`config.mk`:
```
export PLATFORM = sky130hd
export DESIGN_NAME = pq_cmd_sequencer
export DESIGN_NICKNAME = d
export VERILOG_FILES = /design/src/rtl/pq_cmd_sequencer.sv
export SDC_FILE = /design/constraint.sdc
export NUM_CORES = 1
export LEC_CHECK = 0
export ABC_CLOCK_PERIOD_IN_PS = 2800
export CORE_ASPECT_RATIO = 1.75
export CORE_MARGIN = 5
export CORE_UTILIZATION = 47
export CTS_CLUSTER_DIAMETER = 150
export DETAILED_ROUTE_END_ITERATION = 8
export PLACE_DENSITY = 0.76
export REMOVE_ABC_BUFFERS = 1
export SETUP_SLACK_MARGIN = 0.05
export SLEW_MARGIN = 20
export SYNTH_ARGS = -nofsm -noshare
export SYNTH_HDL_FRONTEND = slang
export SYNTH_SLANG_ARGS = --single-unit
```
`constraint.sdc`:
```
create_clock -name clk -period 2.8 [get_ports clk]
set_input_delay 0.56 -clock clk [delete_from_list [all_inputs] [get_ports clk]]
set_output_delay 0.56 -clock clk [all_outputs]
set_load 0.03 [all_outputs]
```
`src/rtl/pq_cmd_sequencer.sv`:
```
// Command sequencer in front of the priority queue: buffers enq/deq requests in a
// small FIFO and issues them one at a time. Optional statistics counters: PQ_SEQ_STATS_EN.
module pq_cmd_sequencer #(
    parameter int DEPTH = 8,
    parameter int CNT_W = 8
) (
    input  logic                     clk,
    input  logic                     rst,
    input  logic [15:0]              cmd_kv,
    input  logic                     cmd_enq,
    input  logic                     cmd_deq,
    output logic [15:0]              pq_kvi,
    output logic                     pq_enq,
    output logic                     pq_deq,
    input  logic                     pq_busy,
    input  logic                     pq_full,
    input  logic                     pq_empty,
    input  logic [15:0]              pq_kvo,
    output logic [15:0]              kvo_hold,
    output logic                     kvo_valid,
    output logic [$clog2(DEPTH):0]   fifo_cnt,
    output logic                     idle,
    output logic [CNT_W-1:0]         ovf_cnt,
    output logic [CNT_W-1:0]         rej_cnt
);

    localparam int AW = $clog2(DEPTH);
    localparam int CW = AW + 1;

    typedef enum logic [1:0] {
        ST_IDLE,
        ST_ISSUE,
        ST_GUARD,
        ST_WAIT
    } state_t;

    state_t            state_reg, state_next;
    logic [16:0]       fifo_mem [DEPTH];
    logic [AW-1:0]     wr_ptr_reg, rd_ptr_reg;
    logic [CW-1:0]     cnt_reg;
    logic [15:0]       kvi_reg;
    logic              enq_reg, deq_reg;
    logic [15:0]       kvo_hold_reg;
    logic              kvo_valid_reg;

    logic              fifo_full;
    logic              push_req;
    logic              push;
    logic [16:0]       push_entry;
    logic [16:0]       head;
    logic              head_reject;
    logic              pop;
    logic              start_issue;
    logic              reject;

    // Entry layout {op, kv}; op=1 marks a DEQ, whose kv is stored as zero.
    assign fifo_full   = (cnt_reg == CW'(DEPTH));
    assign push_req    = cmd_enq | cmd_deq;
    assign push        = push_req & ~fifo_full;
    assign push_entry  = cmd_enq ? {1'b0, cmd_kv} : {1'b1, 16'h0000};
    assign head        = fifo_mem[rd_ptr_reg];
    assign head_reject = head[16] ? pq_empty : pq_full;

    always_ff @(posedge clk) begin
        if (push) begin
            fifo_mem[wr_ptr_reg] <= push_entry;
        end
    end

    always_ff @(posedge clk or posedge rst) begin
        if (rst) begin
            wr_ptr_reg <= '0;
            rd_ptr_reg <= '0;
            cnt_reg    <= '0;
        end else begin
            if (push) begin
                wr_ptr_reg <= wr_ptr_reg + AW'(1);
            end
            if (pop) begin
                rd_ptr_reg <= rd_ptr_reg + AW'(1);
            end
            case ({push, pop})
                2'b10:   cnt_reg <= cnt_reg + CW'(1);
                2'b01:   cnt_reg <= cnt_reg - CW'(1);
                default: cnt_reg <= cnt_reg;
            endcase
        end
    end

    always_ff @(posedge clk or posedge rst) begin
        if (rst) begin
            state_reg <= ST_IDLE;
        end else begin
            state_reg <= state_next;
        end
    end

    // A popped command is either rejected on the spot or handed to ISSUE.
    always_comb begin
        state_next  = state_reg;
        pop         = 1'b0;
        start_issue = 1'b0;
        reject      = 1'b0;
        case (state_reg)
            ST_IDLE: begin
                if (cnt_reg != '0 && !pq_busy) begin
                    pop = 1'b1;
                    if (head_reject) begin
                        reject = 1'b1;
                    end else begin
                        start_issue = 1'b1;
                        state_next  = ST_ISSUE;
                    end
                end
            end
            ST_ISSUE: state_next = ST_GUARD;
            // PQ may raise busy one cycle after the pulse, so skip one cycle.
            ST_GUARD: state_next = ST_WAIT;
            ST_WAIT: begin
                if (!pq_busy) begin
                    state_next = ST_IDLE;
                end
            end
            default: state_next = ST_IDLE;
        endcase
    end

    // Pulses are registered so they coincide exactly with the ISSUE state.
    always_ff @(posedge clk or posedge rst) begin
        if (rst) begin
            kvi_reg       <= '0;
            enq_reg       <= 1'b0;
            deq_reg       <= 1'b0;
            kvo_hold_reg  <= '0;
            kvo_valid_reg <= 1'b0;
        end else begin
            enq_reg <= start_issue & ~head[16];
            deq_reg <= start_issue &  head[16];
            if (start_issue) begin
                kvi_reg <= head[15:0];
            end
            if (state_reg == ST_ISSUE && deq_reg) begin
                kvo_hold_reg  <= pq_kvo;
                kvo_valid_reg <= 1'b1;
            end
        end
    end

    assign pq_kvi    = kvi_reg;
    assign pq_enq    = enq_reg;
    assign pq_deq    = deq_reg;
    assign kvo_hold  = kvo_hold_reg;
    assign kvo_valid = kvo_valid_reg;
    assign fifo_cnt  = cnt_reg;
    assign idle      = (cnt_reg == '0) && (state_reg == ST_IDLE);

`ifdef PQ_SEQ_STATS_EN
    localparam logic [CNT_W:0] CNT_MAX = {1'b0, {CNT_W{1'b1}}};

    logic [CNT_W-1:0] ovf_reg, rej_reg;
    logic [1:0]       ovf_inc;
    logic [CNT_W:0]   ovf_sum, rej_sum;

    // A colliding pair arriving at a full FIFO loses both commands.
    always_comb begin
        ovf_inc = {1'b0, cmd_enq & cmd_deq} + {1'b0, push_req & fifo_full};
        ovf_sum = {1'b0, ovf_reg} + {{(CNT_W-1){1'b0}}, ovf_inc};
        rej_sum = {1'b0, rej_reg} + {{CNT_W{1'b0}}, reject};
    end

    always_ff @(posedge clk or posedge rst) begin
        if (rst) begin
            ovf_reg <= '0;
            rej_reg <= '0;
        end else begin
            ovf_reg <= (ovf_sum > CNT_MAX) ? CNT_MAX[CNT_W-1:0] : ovf_sum[CNT_W-1:0];
            rej_reg <= (rej_sum > CNT_MAX) ? CNT_MAX[CNT_W-1:0] : rej_sum[CNT_W-1:0];
        end
    end

    assign ovf_cnt = ovf_reg;
    assign rej_cnt = rej_reg;
`else
    assign ovf_cnt = '0;
    assign rej_cnt = '0;
`endif

endmodule
```
# [After elaboration in Yosys (flattened, before gate mapping)]
# Memory sizes are Yosys's and may differ from the RTL's.
# Index checks and enable logic that the tools add are counted.
[op_classes] n_addsub=4 bitwise_logic=6 mux=14 eq_ne=9 reduce_logical=9
[ops] cell="two-way mux 17 bit" count=1
[ops] cell="two-way mux 1 bit" count=8
[ops] cell="one-hot mux 2 bit (4 select lines)" count=1
[ops] cell="one-hot mux 4 bit (2 select lines)" count=1
[ops] cell="adder 3 x 1 -> 3 bit, second input constant" count=2
[ops] cell="== test 2 bit, second input constant" count=3
[ops] cell="two-way mux 2 bit" count=3
[ops] cell="inequality test 2 bit, second input constant" count=3
[ops] cell="adder 4 x 1 -> 4 bit, second input constant" count=1
[ops] cell="== test 2 x 1 -> 1 bit, second input constant" count=2
[ops] cell="== test 4 bit, second input constant" count=1
[ops] cell="logical NOT 4 bit" count=1
[ops] cell="nonzero test 4 bit" count=1
[ops] cell="subtractor 4 x 1 -> 4 bit, second input constant" count=1
[ops] cell="bitwise AND 1 bit" count=3
[ops] cell="logical AND 1 bit" count=3
[ops] cell="AND reduction 3 bit" count=1
[ops] cell="logical NOT 2 bit" count=1
[ops] cell="NOT 1 bit" count=2
[ops] cell="nonzero test 2 bit" count=1
[ops] cell="logical NOT 1 bit" count=1
[ops] cell="bitwise OR 1 bit" count=1
[word_totals] n_memories=1 in_bits=39 ram_bits=136 register_bits=47 word_cells=52 output_inout_bits=56
[mem_list] name="fifo_mem" words=8 word_bits=17 rd=1 rd_ports_with_merged_regs=0 write_ports=1 line_no="38" rtl="logic [16:0] fifo_mem [DEPTH];"

# [Longest topological paths before layout]
[logic_depth] depth_word=6 ltp_mapped=11 mapped_depth_nobuf=11

# [Worst setup path before layout]
# No wires, ideal clock.
[synth_timing] path_kind="register to register" from="reg cnt_reg[1], in the netlist fifo_cnt[1]" to="mem fifo_mem[0][0] (enable)" required_ns=2.388 arrival_time_ns=2.456 stages_incl_launch_ff=5 period_less_slack_ns=2.869 setup_time_ns=0.412 n_path_buf=1 path_slack_ns=-0.069 path_cell_list="dfrtp_1 > clkbuf_1 > nor4b_1 > or3_1 > nor3_1"
[synth_via] elab_chain_cells=5
[synth_lines] element="start, declared" line_no="40" rtl="logic [CW-1:0] cnt_reg;"
[synth_lines] element="start signal, assigned" line_no="83" rtl="2'b10: cnt_reg <= cnt_reg + CW'(1);"
[synth_lines] element="start signal, assigned" line_no="84" rtl="2'b01: cnt_reg <= cnt_reg - CW'(1);"
[synth_lines] element="start signal, assigned" line_no="85" rtl="default: cnt_reg <= cnt_reg;"
[synth_lines] element="== test 4 bit" line_no="57" rtl="assign fifo_full = (cnt_reg == CW'(DEPTH));"
[synth_lines] element="NOT 1 bit" line_no="59" rtl="assign push = push_req & ~fifo_full;"
[synth_lines] element="bitwise AND 1 bit" line_no="59"
[synth_lines] element="two-way mux 1 bit" line_no="65" rtl="if (push) begin"
[synth_lines] element="two-way mux 1 bit (implied by the code)" line_no="66" rtl="fifo_mem[wr_ptr_reg] <= push_entry;"
[synth_lines] element="end, declared" line_no="38"
# No other way between the ends.

# [Final worst setup path]
[layout_timing] from="in cmd_enq" to="reg cnt_reg[2], in the netlist fifo_cnt[2]"
[layout_via] elab_chain_cells=4 elab_cells_between_ends=6 classes_between="eq/ne (2); mux (1); bitwise (2); reduce/logical (1)"
[layout_lines] element="start, declared" line_no="10" rtl="input logic cmd_enq,"
[layout_lines] element="bitwise OR 1 bit (*)" line_no="58" rtl="assign push_req = cmd_enq | cmd_deq;"
[layout_lines] element="bitwise AND 1 bit (*)" line_no="59"
[layout_lines] element="== test 2 x 1 -> 1 bit or == test 2 bit (tied branches)" line_no="82" rtl="case ({push, pop})"
[layout_lines] element="one-hot mux 4 bit (2 select lines) or nonzero test 2 bit (tied branches)"
# Mark *: on every way between the ends. The rest lies on a longest branch, timed or not.
# A chain may end at the register's enable or synchronous reset.

==> metrics.md <==
| Metric | Value |
|---|---|
| Run status | complete, no violations |
| Largest net degree at the start of global routing | 48 |
| Worst hold path type | register to register |
| Initial antenna violation count | 0 |
| CP Max Fanout | 6 |
| Worst-margin pin slew | between 0.6 and 0.7 ns |
| Syn Area/Cell | 19.1 um2 |
| Setup TNS | 0 ns |
| Diode count | 0 |
| Final ANT Viol Nets | 0 |
| Crit path required time | 3.10 ns |
| Die Y-Extent | 177 um |
| Die area | between 0.015 and 0.02 mm2 |
| Worst setup margin | 0.333 ns |
| Reg clk slew, reported paths | 0.07 ns |
| Root buffer cell | clkbuf_16 |
| Critical path arrival | between 2 and 3 ns |
| Reg2Reg Depth | 10 |
| Vias per cell | 5.45 |
| Logic pwr share | 37.7% |
| Yosys top cell by area | edfxtp_1 |
| IO buf count | a little under 80 |
| Number of flops mapped to enable cells by yosys | 136 |
| Detailed placement HPWL | around 10000 um |
| I/O pins | 95 |
| Max reg flops | 136 |
| FMAX | a little over 400 MHz |
| Site row count | 61 |
| Register area share after synthesis | 70.5% |
| Setup Buffers After CTS | 0 |
| Sequential power share | 39.9% |
| Most frequent cell after synthesis | edfxtp_1 |
| Share of layout cells above drive strength 1 | 29.2% |
| CP Capture Point | fifo_cnt[2] |
| Synth Instances | between 300 and 400 |
| Final Hold Viols | 0 |
| GPL Wtd Cong | about 0.80 |
| Grt ovf | 0 |
| Clock Latency Late Sink | ~0.42 ns |
| FF+latch area | 0.00526 mm2 |
| Die W | 105 um |
| RSZ-0062 raised after global routing | no |
| Core area | 0.0157 mm2 |
| Vias in the first global route | 4069 |
| Max Root-Sink Buffers | 2 |
| H-tree levels | 4 |
| Synth Cell Area | 0.00746 mm2 |
| CP max stage delay | 0.70 ns |
| Multi-input logic area | slightly above 0.002 mm2 |
| Worst r2r dst | fifo_cnt[2] |
| First-pass GRT wire length | 23200 um |
| Max-cap viol count | 0 |
| Fraction of registers with async set/reset | 25.7% |
| Netlist cell types | 36 |
| Routed wire length | approximately 15000 um |
| Pins Over Slew Limit | 0 |
| Rel. slew slack | between 50% and 60% |
| R2R setup slack | between 0.4 and 0.5 ns |
| DR iter-0 viols | 247 |
| Ys Warns | 0 |
| Place WS | -0.00329 ns |
| Endpoint class of the critical path | register |
| Final setup fails | 0 |
| Crit. Startpoint | cmd_enq |
| Sw Ratio | 32.7% |
| Internal power | approximately 6900 uW |
| Synth top area cells | edfxtp_1 55%, dfrtp_1 16%, mux4_2 9.7% |
| P&R area growth vs syn | 22.9% |
| Post-route DRC violation count | 0 |
| Initial core utilization | 47.5% |
| Maximum VDD drop | around 0.44 mV |
| Clock power share | between 20% and 30% |
| Slowest cell on crit path | clkdlybuf4s50_1 |
| P_sw | 3350 uW |
| Crit start category | input port |
| Gr usage total | 16.5% |
| Critical Path, Cell by Cell | clkdlybuf4s50_1, nor2_1, nor2_1, inv_1, ha_1, xor2_1, ha_1, a21oi_1, xor2_1, nor2_1, xor2_1 |
| Clock sinks | 183 |
| Hold_buf cts | 0 |
| FF+latch count, synth | 183 |
| Reg2reg start | fifo_cnt[0] |
| Most frequent cells after synthesis | 136 x edfxtp_1, 47 x dfrtp_1, 44 x mux2_2 |
| Static Leak | 0.00338 uW |
| Part of the cycle the worst path needs | 88.1% |
| Top-area cell type share of the netlist area | 54.7% |
| Ys flop type | edfxtp_1 |
| Vias | 3834 |
| WS Path Type | input port to register |
| Final net count | 549 |
| Number of CTS-inserted buffers | 17 |
| Clock Skew | 0.0116 ns |
| Fillers | 1144 |
| Post-layout min period | 2.47 ns |
| CTS tree | done |
| WL/cell | roughly 21 um |
| Hold_sp | kvo_valid |
| Drt first pass iters | 4 |
| PwrDens | 1120 mW/mm2 |
-- critical path: cells and delay by family --
kind	cells	cell delay (ns)
buffers and inverters	2	0.80
adder cells (fa/ha/maj)	2	0.43
AND/OR/NAND/NOR	3	0.39
XOR/XNOR	3	0.45
AO/OA/AOI/OAI	1	0.14
-- logic make-up (layout without fill, tap and decap cells) --
group,Yosys count,in the layout,share of synthesized area (%)
AND/OR/NAND/NOR,53,53,3.92
flip-flops,183,183,70.5
other,1,16,0.0503
multiplexers,91,91,19.3
AO/OA/AOI/OAI,9,9,0.755
adder cells (fa/ha/maj),9,9,1.51
XOR/XNOR,8,8,0.939
buffers and inverters,37,145,3.02
-- cell usage in the layout, fill, tap and decap left out, types with 3 or more instances in the layout --
master           netlist  final
edfxtp_1             136    136
clkdlybuf4s50_1        0     77
dfrtp_1               47     46
mux2_2                44     44
mux4_2                32     32
buf_4                 17     27
and2_1                18     18
clkbuf_16              0     17
conb_1                 1     16
mux2_4                11     11
nor2_1                10     10
ha_1                   9      9
nand2_1                7      7
inv_1                  6      5
xor2_1                 5      5
inv_8                  0      4
o21ai_0                3      3
nand2b_1               3      3
xnor2_1                3      3
clkbuf_1               6      3
clkinv_4               0      3
inv_6                  0      3
-- what timing repair did --
item	4_1_cts	5_1_grt
pin swaps	0	0
endpoints found under the setup margin	1	1
gates resized for setup	1	1
hold endpoints to repair	0	0
cloned	0	0
-- routing by layer --
layer / routed length, um / share of wire (%) / track usage (%)
met5: 0 / 0 / 0
met4: 187 / 1.3 / 5.17
met3: 760 / 5.1 / 3.94
met2: 8240 / 56 / 29.3
met1: 5590 / 38 / 19.5
-- power groups by stage --
stage,Combinational (uW),Sequential (uW),Clock [uW]
2_1_floorplan,1760,4800,0
3_3_place_gp,3800,4080,0
3_5_place_dp,3890,4140,0
4_1_cts,3930,4100,2340
5_1_grt,4110,4170,2480
6_report,3860,4090,2300
-- cell type report --
cell class | count | share of cell area (%)
clock buffers | 20 | 4.76
clock inverters | 12 | 1.47
inverters | 6 | 0.246
multi-input cells | 186 | 22.3
flip-flops and latches | 183 | 57.4
well taps | 189 | 2.58
repair buffers | 107 | 11.2
-- per-stage QoR --
stage | instances | instance area (um2) | util, % | power (uW) | hold slack, ns
after global placement | 671 | 8590 | 54.6 | 7890 | 0.455
final | 703 | 9170 | 58.3 | 10300 | 0.469
after floorplan | 375 | 7310 | - | 6560 | 0.517
after global routing | 703 | 9170 | 58.3 | 10800 | 0.498
after detailed placement | 671 | 8590 | 54.6 | 8030 | 0.466
after CTS | 703 | 9160 | 58.3 | 10400 | 0.481
-- how the worst min path moves through the flow --
stage,slack [ns],to,cells after the start
4_1_cts,0.48,kvo_valid,1
2_1_floorplan,0.52,wr_ptr_reg[2],1
3_3_place_gp,0.45,kvo_valid,1
3_5_place_dp,0.47,kvo_valid,1
5_1_grt,0.50,kvo_valid,1
6_report,0.47,kvo_valid,1
(Power assumes the default switching activity.)
